File: config.mk
export PLATFORM = sky130hd
export DESIGN_NAME = pipeline_hazard_ctrl
export DESIGN_NICKNAME = d
export VERILOG_FILES = /design/src/rtl/hazard_pkg.sv /design/src/rtl/load_use_detect.sv /design/src/rtl/pipeline_hazard_ctrl.sv
export SDC_FILE = /design/constraint.sdc
export NUM_CORES = 1
export LEC_CHECK = 0
export CAP_MARGIN = 20
export CORE_ASPECT_RATIO = 1.1
export CORE_MARGIN = 8
export CORE_UTILIZATION = 35
export CTS_BUF_LIST = sky130_fd_sc_hd__clkbuf_16
export DETAILED_ROUTE_END_ITERATION = 10
export GPL_ROUTABILITY_DRIVEN = 0
export SKIP_LAST_GASP = 1
export SLEW_MARGIN = 20
export SYNTH_ARGS = -nofsm -noshare
export SYNTH_HDL_FRONTEND = slang
export SYNTH_SLANG_ARGS = --single-unit
File: constraint.sdc
create_clock -name clk -period 3.03 [get_ports clk]
set_input_delay 0.7575 -clock clk [delete_from_list [all_inputs] [get_ports clk]]
set_output_delay 0.7575 -clock clk [all_outputs]
set_load 0.02 [all_outputs]
File: src/rtl/hazard_pkg.sv
// hazard_pkg -- shared definitions for the pipeline hazard controller.
//   hazard_state_e   : controller FSM state encoding (RUN=0, MEM_WAIT=1, ERROR=2)
//   MAX_WAIT_DEFAULT : default memory-wait budget before a timeout is declared
//   WAIT_CNT_W       : width of the memory-wait cycle counter
//   sat_inc8()       : saturating increment for the 8-bit wait counter
package hazard_pkg;

    typedef enum logic [1:0] {
        ST_RUN      = 2'd0,
        ST_MEM_WAIT = 2'd1,
        ST_ERROR    = 2'd2
    } hazard_state_e;

    localparam int unsigned MAX_WAIT_DEFAULT = 32'd16;
    localparam int unsigned WAIT_CNT_W       = 32'd8;

    // Saturating +1 so a stuck counter can never wrap back below the limit.
    function automatic logic [WAIT_CNT_W-1:0] sat_inc8(input logic [WAIT_CNT_W-1:0] v);
        logic [WAIT_CNT_W-1:0] r;
        if (v == 8'hFF) begin
            r = v;
        end else begin
            r = v + 8'd1;
        end
        return r;
    endfunction

endpackage

File: src/rtl/load_use_detect.sv
// load_use_detect -- purely combinational load-use hazard comparator.
//   memread_i : instruction in EX is a load
//   ex_rd_i   : destination register of the instruction in EX
//   id_rs1_i  : source register 1 of the instruction in ID
//   id_rs2_i  : source register 2 of the instruction in ID
//   hit_o     : ID consumes the load result one cycle too early
// Register x0 is hard-wired to zero, so a load targeting it never creates a hazard.
module load_use_detect (
    input  logic       memread_i,
    input  logic [4:0] ex_rd_i,
    input  logic [4:0] id_rs1_i,
    input  logic [4:0] id_rs2_i,
    output logic       hit_o
);

    assign hit_o = memread_i && (ex_rd_i != 5'd0) &&
                   ((ex_rd_i == id_rs1_i) || (ex_rd_i == id_rs2_i));

endmodule

File: src/rtl/pipeline_hazard_ctrl.sv
// pipeline_hazard_ctrl -- stall/flush/freeze controller for a 5-stage pipeline.
// Handles load-use stalls, taken-branch flushes and multi-cycle data-memory
// waits with a sticky timeout. All outputs are combinational (zero latency).
//
// Ports:
//   clk, rst           : clock, synchronous active-high reset
//   IFID_rs1/rs2       : ID-stage source registers
//   IDEX_rd            : EX-stage destination register
//   IDEX_MemoryRead    : EX-stage instruction is a load
//   EX_branch_taken    : branch/jump resolved taken in EX
//   MEM_req / MEM_ack  : data-memory request from MEM / completion
//   pc_write, IFID_write, IFID_flush, IDEX_bubble, IDEX_hold, EXMEM_hold :
//                        pipeline register controls
//   wait_timeout       : sticky memory-timeout error (cleared only by rst)
//
// Optional build macro HAZARD_PERF_CNT_EN adds three 32-bit wrapping counters:
//   stall_cycles, flush_count, loaduse_count.
module pipeline_hazard_ctrl
    import hazard_pkg::*;
#(
    parameter int unsigned MAX_WAIT = MAX_WAIT_DEFAULT
) (
    input  logic        clk,
    input  logic        rst,
    input  logic [4:0]  IFID_rs1,
    input  logic [4:0]  IFID_rs2,
    input  logic [4:0]  IDEX_rd,
    input  logic        IDEX_MemoryRead,
    input  logic        EX_branch_taken,
    input  logic        MEM_req,
    input  logic        MEM_ack,
    output logic        pc_write,
    output logic        IFID_write,
    output logic        IFID_flush,
    output logic        IDEX_bubble,
    output logic        IDEX_hold,
    output logic        EXMEM_hold,
    output logic        wait_timeout
`ifdef HAZARD_PERF_CNT_EN
    ,
    output logic [31:0] stall_cycles,
    output logic [31:0] flush_count,
    output logic [31:0] loaduse_count
`endif
);

    // The last MEM_WAIT cycle allowed before the controller gives up.
    localparam logic [WAIT_CNT_W-1:0] WAIT_LIMIT = WAIT_CNT_W'(MAX_WAIT - 32'd1);

    hazard_state_e           state_q, state_d;
    logic [WAIT_CNT_W-1:0]   wait_cnt_q, wait_cnt_d;
    logic                    pending_flush_q, pending_flush_d;
    logic                    lu_hit_s;

    load_use_detect u_lud (
        .memread_i (IDEX_MemoryRead),
        .ex_rd_i   (IDEX_rd),
        .id_rs1_i  (IFID_rs1),
        .id_rs2_i  (IFID_rs2),
        .hit_o     (lu_hit_s)
    );

    // State, wait counter and deferred-flush flag registers.
    always_ff @(posedge clk) begin
        if (rst) begin
            state_q         <= ST_RUN;
            wait_cnt_q      <= 8'd0;
            pending_flush_q <= 1'b0;
        end else begin
            state_q         <= state_d;
            wait_cnt_q      <= wait_cnt_d;
            pending_flush_q <= pending_flush_d;
        end
    end

    // Next-state and pipeline control outputs.
    always_comb begin
        state_d         = state_q;
        wait_cnt_d      = wait_cnt_q;
        pending_flush_d = pending_flush_q;
        pc_write        = 1'b0;
        IFID_write      = 1'b0;
        IFID_flush      = 1'b0;
        IDEX_bubble     = 1'b0;
        IDEX_hold       = 1'b0;
        EXMEM_hold      = 1'b0;
        wait_timeout    = 1'b0;

        if (rst) begin
            // Squash IF/ID and ID/EX while the pipeline is being reset.
            IFID_flush  = 1'b1;
            IDEX_bubble = 1'b1;
        end else begin
            case (state_q)
                ST_RUN: begin
                    if (MEM_req && !MEM_ack) begin
                        // Freeze the whole front of the pipe; a branch taken now
                        // is remembered and applied when memory completes.
                        IDEX_hold       = 1'b1;
                        EXMEM_hold      = 1'b1;
                        state_d         = ST_MEM_WAIT;
                        wait_cnt_d      = 8'd0;
                        pending_flush_d = EX_branch_taken;
                    end else if (EX_branch_taken) begin
                        pc_write    = 1'b1;
                        IFID_write  = 1'b1;
                        IFID_flush  = 1'b1;
                        IDEX_bubble = 1'b1;
                    end else if (lu_hit_s) begin
                        IDEX_bubble = 1'b1;
                    end else begin
                        pc_write   = 1'b1;
                        IFID_write = 1'b1;
                    end
                end
                ST_MEM_WAIT: begin
                    if (MEM_ack) begin
                        state_d         = ST_RUN;
                        wait_cnt_d      = 8'd0;
                        pending_flush_d = 1'b0;
                        if (pending_flush_q || EX_branch_taken) begin
                            pc_write    = 1'b1;
                            IFID_write  = 1'b1;
                            IFID_flush  = 1'b1;
                            IDEX_bubble = 1'b1;
                        end else if (lu_hit_s) begin
                            IDEX_bubble = 1'b1;
                        end else begin
                            pc_write   = 1'b1;
                            IFID_write = 1'b1;
                        end
                    end else begin
                        IDEX_hold  = 1'b1;
                        EXMEM_hold = 1'b1;
                        wait_cnt_d = sat_inc8(wait_cnt_q);
                        if (EX_branch_taken) begin
                            pending_flush_d = 1'b1;
                        end else begin
                            pending_flush_d = pending_flush_q;
                        end
                        if (wait_cnt_q == WAIT_LIMIT) begin
                            state_d = ST_ERROR;
                        end else begin
                            state_d = ST_MEM_WAIT;
                        end
                    end
                end
                ST_ERROR: begin
                    IDEX_hold    = 1'b1;
                    EXMEM_hold   = 1'b1;
                    wait_timeout = 1'b1;
                end
                default: begin
                    // Unreachable encoding: freeze and recover to RUN.
                    IDEX_hold  = 1'b1;
                    EXMEM_hold = 1'b1;
                    state_d    = ST_RUN;
                end
            endcase
        end
    end

`ifdef HAZARD_PERF_CNT_EN
    logic [31:0] stall_cycles_q, flush_count_q, loaduse_count_q;
    logic        lu_taken_s;

    // A bubble without a flush is only ever produced by the load-use action.
    assign lu_taken_s = IDEX_bubble && !IFID_flush && !rst;

    // Wrapping performance counters.
    always_ff @(posedge clk) begin
        if (rst) begin
            stall_cycles_q  <= 32'd0;
            flush_count_q   <= 32'd0;
            loaduse_count_q <= 32'd0;
        end else begin
            stall_cycles_q  <= stall_cycles_q  + {31'd0, !pc_write};
            flush_count_q   <= flush_count_q   + {31'd0, IFID_flush};
            loaduse_count_q <= loaduse_count_q + {31'd0, lu_taken_s};
        end
    end

    assign stall_cycles  = stall_cycles_q;
    assign flush_count   = flush_count_q;
    assign loaduse_count = loaduse_count_q;
`endif

endmodule

==> results_dict.tcl <==
set metrics [dict create \
    place_area_um2 1170 \
    combPwrFrac_pct 20.9 \
    yosysSeqAreaShare_pct 27.0 \
    hp-class "flop to flop" \
    critPathTopFamily "buffers and inverters" \
    num_io_pins 28 \
    whs_ps 508 \
    synth.distinct_cells 36 \
    slew_headroom_pct 57.2 \
    fin_nets 162 \
    yosysTopAreaCell "dfxtp_1" \
    synth_area_leaders "dfxtp_1 27%, xnor2_1 11%, or4_1 5.5%, a21oi_1 4.9%, o31ai_1 4.6%" \
    setup_slack_ps 108 \
    clk_path_buf_depth 2 \
    maxCapViolations 0 \
    die_h_um 66.6 \
    critical_path_class "input port to primary output" \
    p_leak_nw 0.451 \
    grt_max_degree 16 \
    p_int_uw 381 \
    hold_violations 0 \
    cts.sinks 11 \
    via_per_inst 5.17 \
    syn2layout_area_growth_pct 53.3 \
    grt_pass1_vias 817 \
    vdd_drop_max_uv 262 \
    ys_ff_latch 11 \
    powerDensity_nw_per_um2 395 \
    power_frac_clock_pct 48.3 \
    avgSynthCellArea_um2 8.06 \
    seq_area_um2 220 \
    worstSkewPairLatency_ps 240 \
    rsz0062_at_grt "no" \
    layout_min_cycle_time_ps 2920 \
    dieArea_um2 4130 \
    netSwitchingPower_uw 112 \
    grt_antenna_before_repair 0 \
    post_synth_instance_area_um2 815 \
    track_usage_pct 12.2 \
    fin_worst_skew_ps 0.623 \
    crit_path_max_incr_delay_ps 440 \
    swShare_pct 22.8 \
    clk_pin_slew_ps 40 \
    synthTopCellsByCount "11 x dfxtp_1, 10 x xnor2_1, 8 x a21oi_1" \
    cts_tree "done" \
    power_frac_seq_pct 30.9 \
    initial_core_util_pct 36.5 \
    slowest_stage "clkdlybuf4s50_1" \
    crit_chain "clkdlybuf4s50_1 -> o21bai_1 -> buf_4 -> and2_1 -> nor2_1 -> dlygate4sd2_1" \
    yosysTopAreaCellShare_pct 27.0 \
    crit_required_ps 2270 \
    wl_per_cell_um 13.8 \
    yosysWarnings 0 \
    drc 0 \
    syn_nets 123 \
    preCtsSetupSlack_ps -475 \
    end_kind "primary output" \
    fmax_mhz 342 \
    io_buffers 27 \
    cp_max_fo 3 \
    synth_edf_count 0 \
    vias 874 \
    worst-path-buf-inv 3 \
    multiInputGateArea_um2 541 \
    postCtsHoldBufs 0 \
    cts_max_level 1 \
    slew_viol_final 0 \
    tightest_slew_ps 639 \
    routed_wl_um 2340 \
    post-route-period-util_pct 96.4 \
    yosysMostFrequentCell "dfxtp_1" \
    core_um2 2230 \
    postCtsSetupBuffers 0 \
    synthFlopType "dfxtp_1" \
    antennaDiodeCount 0 \
    status "complete, no violations" \
    overflow 0 \
    drtIter0Drc 24 \
    design_area_um2 1250 \
    dr.pass1.iters 4 \
    drive_gt1_share_pct 18.7 \
    grt_pass1_wl_um 3820 \
    setup_viol 0 \
    numCtsBuffers 3 \
    tns_ps 0 \
    dp_hpwl_um 1800 \
    ant_nets 0 \
    ys_async_sr_fraction_pct 0 \
    die_w_um 62.0 \
    rows 18 \
    crit_path_start_kind "input port" \
    cts_root_buf "clkbuf_16" \
    fillers 201 \
    arrival_ps 2160 \
    synthCells 101 \
]
## metrics by stage
stage | util (%) | total power [mW] | instances
floorplan | - | 0.202 | 101
global placement | 52.4 | 0.258 | 165
detailed placement | 52.4 | 0.259 | 165
CTS | 55.6 | 0.495 | 169
global route | 56.0 | 0.513 | 169
finish | 56.0 | 0.493 | 169
## sequential cells by signal (all words and copies together), names as in the netlist
| register | count |
|---|---|
| pending_flush_q | 1 |
| state_q | 2 |
| wait_cnt_q | 8 |
## power by group through the flow
| stage | Clock (mW) | Combinational, mW | Sequential, mW |
|---|---|---|---|
| after detailed placement | 0 | 0.104 | 0.155 |
| final | 0.238 | 0.103 | 0.152 |
| after floorplan | 0 | 0.0491 | 0.153 |
| after CTS | 0.241 | 0.102 | 0.152 |
| after global placement | 0 | 0.103 | 0.155 |
| after global routing | 0.248 | 0.112 | 0.152 |
## routing by layer
layer / up-vias / wire, um / track usage, %
met5: - / 0 / 0
met4: 0 / 44 / 5.98
met3: 5 / 169 / 3.28
met2: 20 / 1030 / 18.5
met1: 396 / 1090 / 15.1
li1: 453 / - / -
## tightest hold or removal path, delay by kind of cell (launching register included)
| family | cells | cell delay (ps) |
|---|---|---|
| AOI/OAI and AO/OA | 2 | 120 |
| DFF | 1 | 330 |
## timing repair
| action | in CTS | in global routing |
|---|---|---|
| gates resized for setup | 14 | 11 |
| endpoints found under the setup margin | 6 | 3 |
| pin swaps | 1 | 3 |
## path summary, 6_finish.rpt
path                 startpoint       endpoint  slack, ps  depth (start not counted)
hold / removal    wait_cnt_q[3]  wait_cnt_q[3]        510                          2
setup / recovery        MEM_ack     EXMEM_hold        110                          6
setup reg to reg  wait_cnt_q[0]  wait_cnt_q[0]       1280                          5
hold reg to reg   wait_cnt_q[3]  wait_cnt_q[3]        510                          2
## area by class of cell
cell class,instances,area share (%)
clock inverter,1,0.301
inverter,4,1.20
tap,30,3.01
timing repair buffer,39,28.6
multi-input combinational,81,43.3
clock buffer,3,6.01
sequential,11,17.6
## logic make-up after synthesis
family                   after synthesis  synth area share (%)
AO/OA/AOI/OAI                         28                  23.2
XOR/XNOR                              10                  10.8
adder cells (fa/ha/maj)                1                  1.54
buffers and inverters                  9                  7.37
flip-flops                            11                  27.0
multiplexers                           1                  1.23
AND/OR/NAND/NOR                       41                  28.9
## cell usage in the layout (no fill, tap or decap), drive strengths merged, types with 3 or more instances in the layout
cell type	instances
buf	15
or2	3
nand3	6
xnor2	10
o31ai	5
nor2	4
dfxtp	11
nand2b	3
a21oi	8
inv	5
nand2	7
o21ai	4
clkdlybuf4s50	18
or4	6
clkbuf	3
nor3	4
dlygate4sd2	4
No activity file was read; power rests on OpenSTA's default activity.
